## src/rtl/muldiv_exu.sv

```systemverilog
// muldiv_exu: multi-cycle integer multiply/divide execution unit.
// Multiplies are computed combinationally from latched operands and are
// released after a fixed latency. Divides use a radix-2 restoring loop
// on operand magnitudes, followed by one sign-fix cycle.
//
// Handshake: an issue is accepted on a rising edge where ex_out_valid and
// ex_ready are both high and ex_kill is low. ex_ready is high only in IDLE.
// Completion is a single-cycle ex_in_valid strobe. While the strobe is high,
// ex_result and ex_exception carry the new values; otherwise they hold the
// values from the last completion. A kill during DONE suppresses the strobe
// and leaves the held values untouched.
module muldiv_exu #(
  parameter int XLEN     = 32,
  parameter int MUL_LAT  = 4,
  parameter int DIV_FAST = 1
) (
  input  logic            clk,
  input  logic            rstn,
  input  logic            ex_out_valid,
  input  logic [7:0]      ex_sig,
  input  logic [XLEN-1:0] ex_src1,
  input  logic [XLEN-1:0] ex_src2,
  input  logic            ex_kill,
  output logic            ex_ready,
  output logic [XLEN-1:0] ex_result,
  output logic [2:0]      ex_exception,
  output logic            ex_in_valid,
  output logic [1:0]      dbg_state
);

  typedef enum logic [1:0] {S_IDLE, S_MUL, S_DIV, S_DONE} state_t;

  localparam int CW = 7;

  state_t state, state_nx;

  logic [CW-1:0]   cnt;
  logic [7:0]      op_q;
  logic [XLEN-1:0] a_q, b_q;
  logic [XLEN-1:0] qq, rq, dq;
  logic            fast_q;
  logic [XLEN-1:0] res_q, out_res;
  logic [2:0]      exc_q, out_exc;

  // Decode of the incoming issue.
  logic accept, in_onehot, in_mul, in_sdiv, in_zero, in_ovf;
  assign accept    = ex_out_valid && ex_ready && !ex_kill;
  assign in_onehot = (ex_sig != 8'h00) && ((ex_sig & (ex_sig - 8'h01)) == 8'h00);
  assign in_mul    = |ex_sig[3:0];
  assign in_sdiv   = ex_sig[4] | ex_sig[6];
  assign in_zero   = (ex_src2 == '0);
  assign in_ovf    = in_sdiv && (ex_src1 == {1'b1, {(XLEN-1){1'b0}}}) && (ex_src2 == '1);

  // Decode of the latched operation.
  logic op_legal_q, op_mul_q, sdiv_q, is_rem_q;
  assign op_legal_q = (op_q != 8'h00) && ((op_q & (op_q - 8'h01)) == 8'h00);
  assign op_mul_q   = |op_q[3:0];
  assign sdiv_q     = op_q[4] | op_q[6];
  assign is_rem_q   = op_q[6] | op_q[7];

  // Full-width product; the extension of each operand selects the signedness.
  logic [2*XLEN-1:0] ext_a, ext_b, prod;
  logic              a_sgn, b_sgn;
  assign a_sgn = op_q[1] | op_q[2];
  assign b_sgn = op_q[1];
  assign ext_a = {{XLEN{a_sgn & a_q[XLEN-1]}}, a_q};
  assign ext_b = {{XLEN{b_sgn & b_q[XLEN-1]}}, b_q};
  assign prod  = ext_a * ext_b;

  // One restoring-divide step: shift in the next dividend bit, trial-subtract.
  logic [XLEN:0]   sh;
  logic [XLEN+1:0] tr;
  assign sh = {rq, qq[XLEN-1]};
  assign tr = {1'b0, sh} - {2'b00, dq};

  // Sign fix applied after the magnitude loop.
  logic            neg_q, neg_r;
  logic [XLEN-1:0] qfix, rfix;
  assign neg_q = sdiv_q & (a_q[XLEN-1] ^ b_q[XLEN-1]);
  assign neg_r = sdiv_q & a_q[XLEN-1];
  assign qfix  = neg_q ? ('0 - qq) : qq;
  assign rfix  = neg_r ? ('0 - rq) : rq;

  // State register.
  always_ff @(posedge clk or negedge rstn) begin
    if (!rstn) state <= S_IDLE;
    else       state <= state_nx;
  end

  // Next-state logic; kill returns any busy state to IDLE.
  always_comb begin
    state_nx = state;
    case (state)
      S_IDLE: begin
        if (accept) begin
          if (!in_onehot)         state_nx = S_DONE;
          else if (in_mul)        state_nx = (MUL_LAT == 1) ? S_DONE : S_MUL;
          else                    state_nx = S_DIV;
        end
      end
      S_MUL: begin
        if (ex_kill)                          state_nx = S_IDLE;
        else if (cnt == CW'(MUL_LAT - 2))     state_nx = S_DONE;
      end
      S_DIV: begin
        if (ex_kill)                          state_nx = S_IDLE;
        else if (fast_q || cnt == CW'(XLEN))  state_nx = S_DONE;
      end
      S_DONE:  state_nx = S_IDLE;
      default: state_nx = S_IDLE;
    endcase
  end

  // Operand latches, latency counter and divide datapath.
  always_ff @(posedge clk or negedge rstn) begin
    if (!rstn) begin
      op_q   <= '0;
      a_q    <= '0;
      b_q    <= '0;
      cnt    <= '0;
      qq     <= '0;
      rq     <= '0;
      dq     <= '0;
      fast_q <= 1'b0;
      res_q  <= '0;
      exc_q  <= '0;
    end else if (accept) begin
      op_q   <= ex_sig;
      a_q    <= ex_src1;
      b_q    <= ex_src2;
      cnt    <= '0;
      qq     <= (in_sdiv && ex_src1[XLEN-1]) ? ('0 - ex_src1) : ex_src1;
      rq     <= '0;
      dq     <= (in_sdiv && ex_src2[XLEN-1]) ? ('0 - ex_src2) : ex_src2;
      fast_q <= (DIV_FAST != 0) && (in_zero || in_ovf);
    end else if (state == S_MUL) begin
      if (cnt != '1) cnt <= cnt + 1'b1;
    end else if (state == S_DIV && !ex_kill) begin
      if (cnt != '1) cnt <= cnt + 1'b1;
      if (fast_q || cnt == CW'(XLEN)) begin
        if (b_q == '0) begin
          res_q <= is_rem_q ? a_q : '1;
          exc_q <= 3'b001;
        end else if (fast_q) begin
          res_q <= is_rem_q ? '0 : a_q;
          exc_q <= 3'b000;
        end else begin
          res_q <= is_rem_q ? rfix : qfix;
          exc_q <= 3'b000;
        end
      end else if (!tr[XLEN+1]) begin
        rq <= tr[XLEN-1:0];
        qq <= {qq[XLEN-2:0], 1'b1};
      end else begin
        rq <= sh[XLEN-1:0];
        qq <= {qq[XLEN-2:0], 1'b0};
      end
    end
  end

  // Value presented on completion, selected by the latched operation.
  logic [XLEN-1:0] done_res;
  logic [2:0]      done_exc;
  always_comb begin
    done_res = '0;
    done_exc = 3'b000;
    if (!op_legal_q) begin
      done_exc = 3'b010;
    end else if (op_mul_q) begin
      done_res = op_q[0] ? prod[XLEN-1:0] : prod[2*XLEN-1:XLEN];
    end else begin
      done_res = res_q;
      done_exc = exc_q;
    end
  end

  // Held result and exception, updated only on a completion strobe.
  always_ff @(posedge clk or negedge rstn) begin
    if (!rstn) begin
      out_res <= '0;
      out_exc <= '0;
    end else if (ex_in_valid) begin
      out_res <= done_res;
      out_exc <= done_exc;
    end
  end

  assign ex_ready     = (state == S_IDLE);
  assign ex_in_valid  = (state == S_DONE) && !ex_kill;
  assign ex_result    = ex_in_valid ? done_res : out_res;
  assign ex_exception = ex_in_valid ? done_exc : out_exc;
  assign dbg_state    = state;

endmodule

```

## config.mk

```make
export PLATFORM = sky130hd
export DESIGN_NAME = muldiv_exu
export DESIGN_NICKNAME = d
export VERILOG_FILES = /design/src/rtl/muldiv_exu.sv
export SDC_FILE = /design/constraint.sdc
export NUM_CORES = 2
export LEC_CHECK = 0
export ABC_AREA = 1
export CORE_MARGIN = 3
export CORE_UTILIZATION = 45
export CTS_CLUSTER_DIAMETER = 60
export DETAILED_ROUTE_END_ITERATION = 8
export GPL_TIMING_DRIVEN = 0
export PLACE_DENSITY = 0.6
export RECOVER_POWER = 50
export SKIP_LAST_GASP = 1
export SYNTH_ARGS = -nofsm -noshare
export SYNTH_HDL_FRONTEND = slang
export SYNTH_SLANG_ARGS = --single-unit
export TNS_END_PERCENT = 100
```

## constraint.sdc

```tcl
create_clock -name clk -period 22.5 [get_ports clk]
set_clock_uncertainty 0.05 [all_clocks]
set_input_delay 2.25 -clock clk [delete_from_list [all_inputs] [get_ports clk]]
set_output_delay 2.25 -clock clk [all_outputs]
set_load 0.02 [all_outputs]
```

Word level (Yosys, flattened, before mapping)
Index checks and enable logic that the tools add are counted.

Add/sub/neg operators: 8. $mul: 1. Equal/unequal tests: 13. Mux-type cells: 39. Bitwise gates (word level): 13. Reductions and logical operators: 27.

Operators with widths (number): $mux 32 (22); $sub 1x32->32 const A (4); $eq 32x32->1 const B (2); $logic_not 32->1 (2); $mul 33x33->64 (1); $sub 33x32->34 (1); $mux 7 (4); $and 8x8->8 (2); $logic_not 8->1 (2); $reduce_bool 8->1 (2); $sub 8x1->8 const B (2); $mux 2 (7); $logic_and 1x1->1 (10); $mux 3 (3); $pmux 2 s4 (1); $reduce_or 4->1 (2); $add 7x1->7 const B (1); $eq 7x2->1 const B (1); $eq 7x6->1 const B (1); $ne 7x7->1 const B (1); $ne 3x3->1 const B (2); $reduce_and 3->1 (2); $and 1x1->1 (4); $eq 2x2->1 const B (2); other kinds (13) (20).

Flip-flop bits (word level): 248. Bits of input ports: 76. Output and inout bits: 39. Logic and storage cells: 114.

Depth between registers and ports, before layout
Depth after elaboration: 7. Depth in mapped cells: 38. Mapped depth without buffers: 36.

Least setup slack after synthesis
Ideal clock, no wire load.

Path type: reg-to-output. From: register op_q[1]. To: output ex_result[31]. Arrival time: 7781 ps. Required time: 20200 ps. Path slack: 12419 ps. Cell stages (with the launch flop): 35. Path buffers: 2. Path through: dfrtp_1 buf_2 nor2_4 clkbuf_1 nor2_1 fa_1 inv_1 fa_1 inv_1 fa_1 inv_1 fa_1 inv_1 fa_1 inv_1 fa_1 inv_1 fa_1 inv_1 fa_1 inv_1 ha_1 inv_1 nor3_1 nand2_1 nor2_1 and2_1 nand2_1 nand2_1 nand3_1 nand3_1 nand2_1 nand2_1 nand2_1 nand2_1.

Word-level cells in the longest chain between the ends: 7. Elaborated cells on any way between the ends: 14. Classes of those cells: 1 x add/sub; 1 x mul; 4 x mux; 4 x bitwise; 4 x reduce/logical.

RTL lines: from (decl) (RTL line 38) `logic [7:0] op_q;`; from (signal assigned) (RTL line 128) `op_q <= ex_sig;`; $or 1x1->1 (RTL line 64) `assign a_sgn = op_q[1] | op_q[2];`; $and 1x1->1 (RTL line 66) `assign ext_a = {{XLEN{a_sgn & a_q[XLEN-1]}}, a_q};`; $mul 33x33->64 (RTL line 68) `assign prod = ext_a * ext_b;`; $mux 32 (RTL line 170) `done_res = op_q[0] ? prod[XLEN-1:0] : prod[2*XLEN-1:XLEN];`; $mux 32 (RTL line 169) `end else if (op_mul_q) begin`; $mux 32 (*) (RTL line 167) `if (!op_legal_q) begin`; $mux 32 (*) (RTL line 190) `assign ex_result = ex_in_valid ? done_res : out_res;`; to (decl) (RTL line 25) `output logic [XLEN-1:0] ex_result,`.

Mark *: on every way between the ends. The rest lies on a longest branch, timed or not.

Worst setup path in the final report
From: register op_q[2]. To: output ex_result[28].

The elaborated chain is that of the path after synthesis.

==> impl_metrics.tcl <==
set metrics [dict create \
    drt_pass1_iterations 9 \
    synth_cell_types 59 \
    instances_no_fill 9574 \
    die-area_sq_um 132000 \
    relSlewSlack_pct -333 \
    worstMarginPinSlew_ns 6.49 \
    yosysWarnings 0 \
    grt_util_met1_pct 48.5 \
    finalCritPeriodShare_pct 63.5 \
    dp_hpwl_um 218000 \
    cts_sinks 245 \
    fin_area_sq_um 61800 \
    syn-num-nets 9208 \
    r2r_end "out_res[28]" \
    ant_nets 0 \
    syn_inst 7749 \
    yosys-top-cells-area "fa_1 39%, nand2_1 14%, inv_1 13%, dfrtp_1 11%, ha_1 5.6%" \
    cts-root-buf "clkbuf_16" \
    syn_area_sq_um 57600 \
    ctsLongestPathBuffers 3 \
    hold_violations 0 \
    top_usage_layer "met2" \
    r2r_cells 31 \
    core_region_area_sq_um 126000 \
    violations "capacitance limit, slew limit" \
    setup_viol 0 \
    cp_num_buf_inv 9 \
    clk_pin_slew_ns 0.07 \
    syn_to_final_growth_pct 7.37 \
    cts_setup_buffers 0 \
    status "finished with violations" \
    setup_slack_ns 8.22 \
    drive_gt1_share_pct 2.25 \
    num_rows 130 \
    ys_seq_elements 245 \
    vias 53600 \
    cp.required_ns 20.20 \
    placed_area_sq_um 60900 \
    maxCapViolCount 5 \
    grt_util_met3_pct 8.94 \
    grt_pass1_vias 54300 \
    fin_nets 9355 \
    worstSetupPathDepth 33 \
    grtUsageMet2_pct 62.0 \
    synth_area_per_cell_sq_um 7.43 \
    grt_setup_unrepaired "no" \
    reg2reg_from "op_q[2]" \
    period_needed_ns 14.28 \
    grt_pass1_wl_um 376000 \
    tns_ns 0 \
    synthFlopType "dfrtp_1" \
    synthArstFlopShare_pct 100 \
    post-place-ws_ns 9.13 \
    die_x_um 364 \
    routabilityCongestion 1.07 \
    worst_setup_path_end_kind "output port" \
    route.detailed.drc 0 \
    start_util_pct 45.6 \
    grt_max_degree 119 \
    clkLatencyLatePin_ns 0.61 \
    ctsResizeCount 0 \
    cts_tree "yes" \
    cts_buffers 27 \
    crit_end "ex_result[28]" \
    routedWlPerCell_um 27.3 \
    synth_largest_area_cell "fa_1" \
    min_path_type "reg -> reg" \
    dp.cells 9517 \
    critPathLaunchType "flip-flop" \
    synth_top_area_share_pct 39.1 \
    crit_fanout 12 \
    critPathTopFamily "adder cells" \
    grt_usage_pct 39.9 \
    totalWireLength_um 261000 \
    cpPeakStageDelay_ns 0.80 \
    routed_via_density 5.60 \
    startpoint "op_q[2]" \
    dieHeight_um 364 \
    synth_edf_count 0 \
    grt_overflow 0 \
    synth.yosys.seq_area_share_pct 10.6 \
    port_buffers 114 \
    arrival_ns 11.98 \
    drt_iter0_markers 5449 \
    crit_type "reg -> out" \
    slew_viol_final 259 \
    ios 115 \
    postCtsHoldBufs 0 \
    cp_slowest_cell "fa_1" \
    fill_cells 12900 \
    max_freq_mhz 70.0 \
    htreeDepth 1 \
    r2r_slack_ns 11.58 \
    antenna_found_initial 11 \
]
[cell usage in the layout, fill, tap and decap left out, types with 11 or more instances in the layout]
cell             instances
inv_2                   16
nor4_1                  17
o21ai_0                238
nor3_1                  60
o22ai_1                 15
clkbuf_16               27
a31oi_1                 25
inv_1                 1955
o21bai_1                35
clkbuf_1               312
o21ai_1                 70
xor2_1                  13
dfrtp_1                245
o21a_1                  22
fa_1                  1126
nand4_1                 64
buf_2                   35
nand3_1                276
ha_1                   257
nand3b_1                11
nor2_1                 406
buf_1                   13
nand2_1               2115
clkdlybuf4s50_1        110
o31ai_1                 14
o211ai_1                31
a21oi_1                219
o221ai_1                13
xnor2_1                 32
nor2_2                  16
[metrics by stage]
stage,utilization [%],hold WS (ns)
floorplan,-,0.399
global placement,48.1,0.409
detailed placement,48.2,0.414
CTS,49.0,0.430
global route,48.9,0.445
finish,48.9,0.425
[cell type report]
class	count	area (sq um)	area share, %
Buffer	369	1480	2.39
Clock inverter	19	265	0.429
Sequential cell	245	6130	9.92
Inverter	1971	7400	12.0
Multi-Input combinational cell	5164	42600	68.8
Timing Repair Buffer	118	1180	1.90
Tap cell	1650	2060	3.34
Antenna cell	7	17.5	0.0283
Clock buffer	31	731	1.18
[Yosys cell counts, types with 14 or more instances]
cell	count
xnor2_1	32
nor2_2	16
nand4_1	64
inv_1	1952
o211ai_1	31
nor3_1	60
dfrtp_1	245
o31ai_1	14
nor4_1	18
inv_2	19
nand2_1	2115
o21ai_0	234
buf_2	38
o21ai_1	74
nor2_1	405
o21bai_1	35
a21oi_1	219
fa_1	1126
nand3_1	274
clkbuf_1	310
o21a_1	22
o22ai_1	15
a31oi_1	25
ha_1	257
[cells by family after synthesis]
kind of cell,synth area share (%)
xor gates and xnor gates,0.684
DFF,10.6
AOI/OAI and AO/OA,7.23
buffers and inverters,15.4
adders and majority gates,44.7
and+or+nand+nor,21.3
[per-layer routing]
layer / vias up / share of wire, %
met5: - / 0.029
met4: 12 / 9.7
met3: 816 / 10
met2: 3092 / 44
met1: 26600 / 36
li1: 23100 / -
[worst min path at each step]
stage                 from          end  slack, ns  cells past startpoint
2_1_floorplan    res_q[13]    res_q[13]       0.40                      2
3_3_place_gp   out_res[25]  out_res[25]       0.41                      2
3_5_place_dp   out_res[16]  out_res[16]       0.41                      2
4_1_cts        out_res[17]  out_res[17]       0.43                      2
5_1_grt        out_res[19]  out_res[19]       0.44                      2
6_report       out_res[17]  out_res[17]       0.42                      2
[tightest hold or removal path: cells and delay by family (launching register included)]
family | cells | cell delay, ns
DFF | 1 | 0.32
and+or+nand+nor | 2 | 0.12
[registers in the layout, summed over array words and instances, names as in the netlist]
signal	cells
a_q	32
b_q	32
out_res	32
qq	32
res_q	32
rq	32
dq	31
op_q	8
cnt	7
out_exc	3
dbg_state	2
exc_q	1
fast_q	1
Power is not shown: default switching activity piles up to over one toggle a cycle in this logic, so the estimate is an artifact.
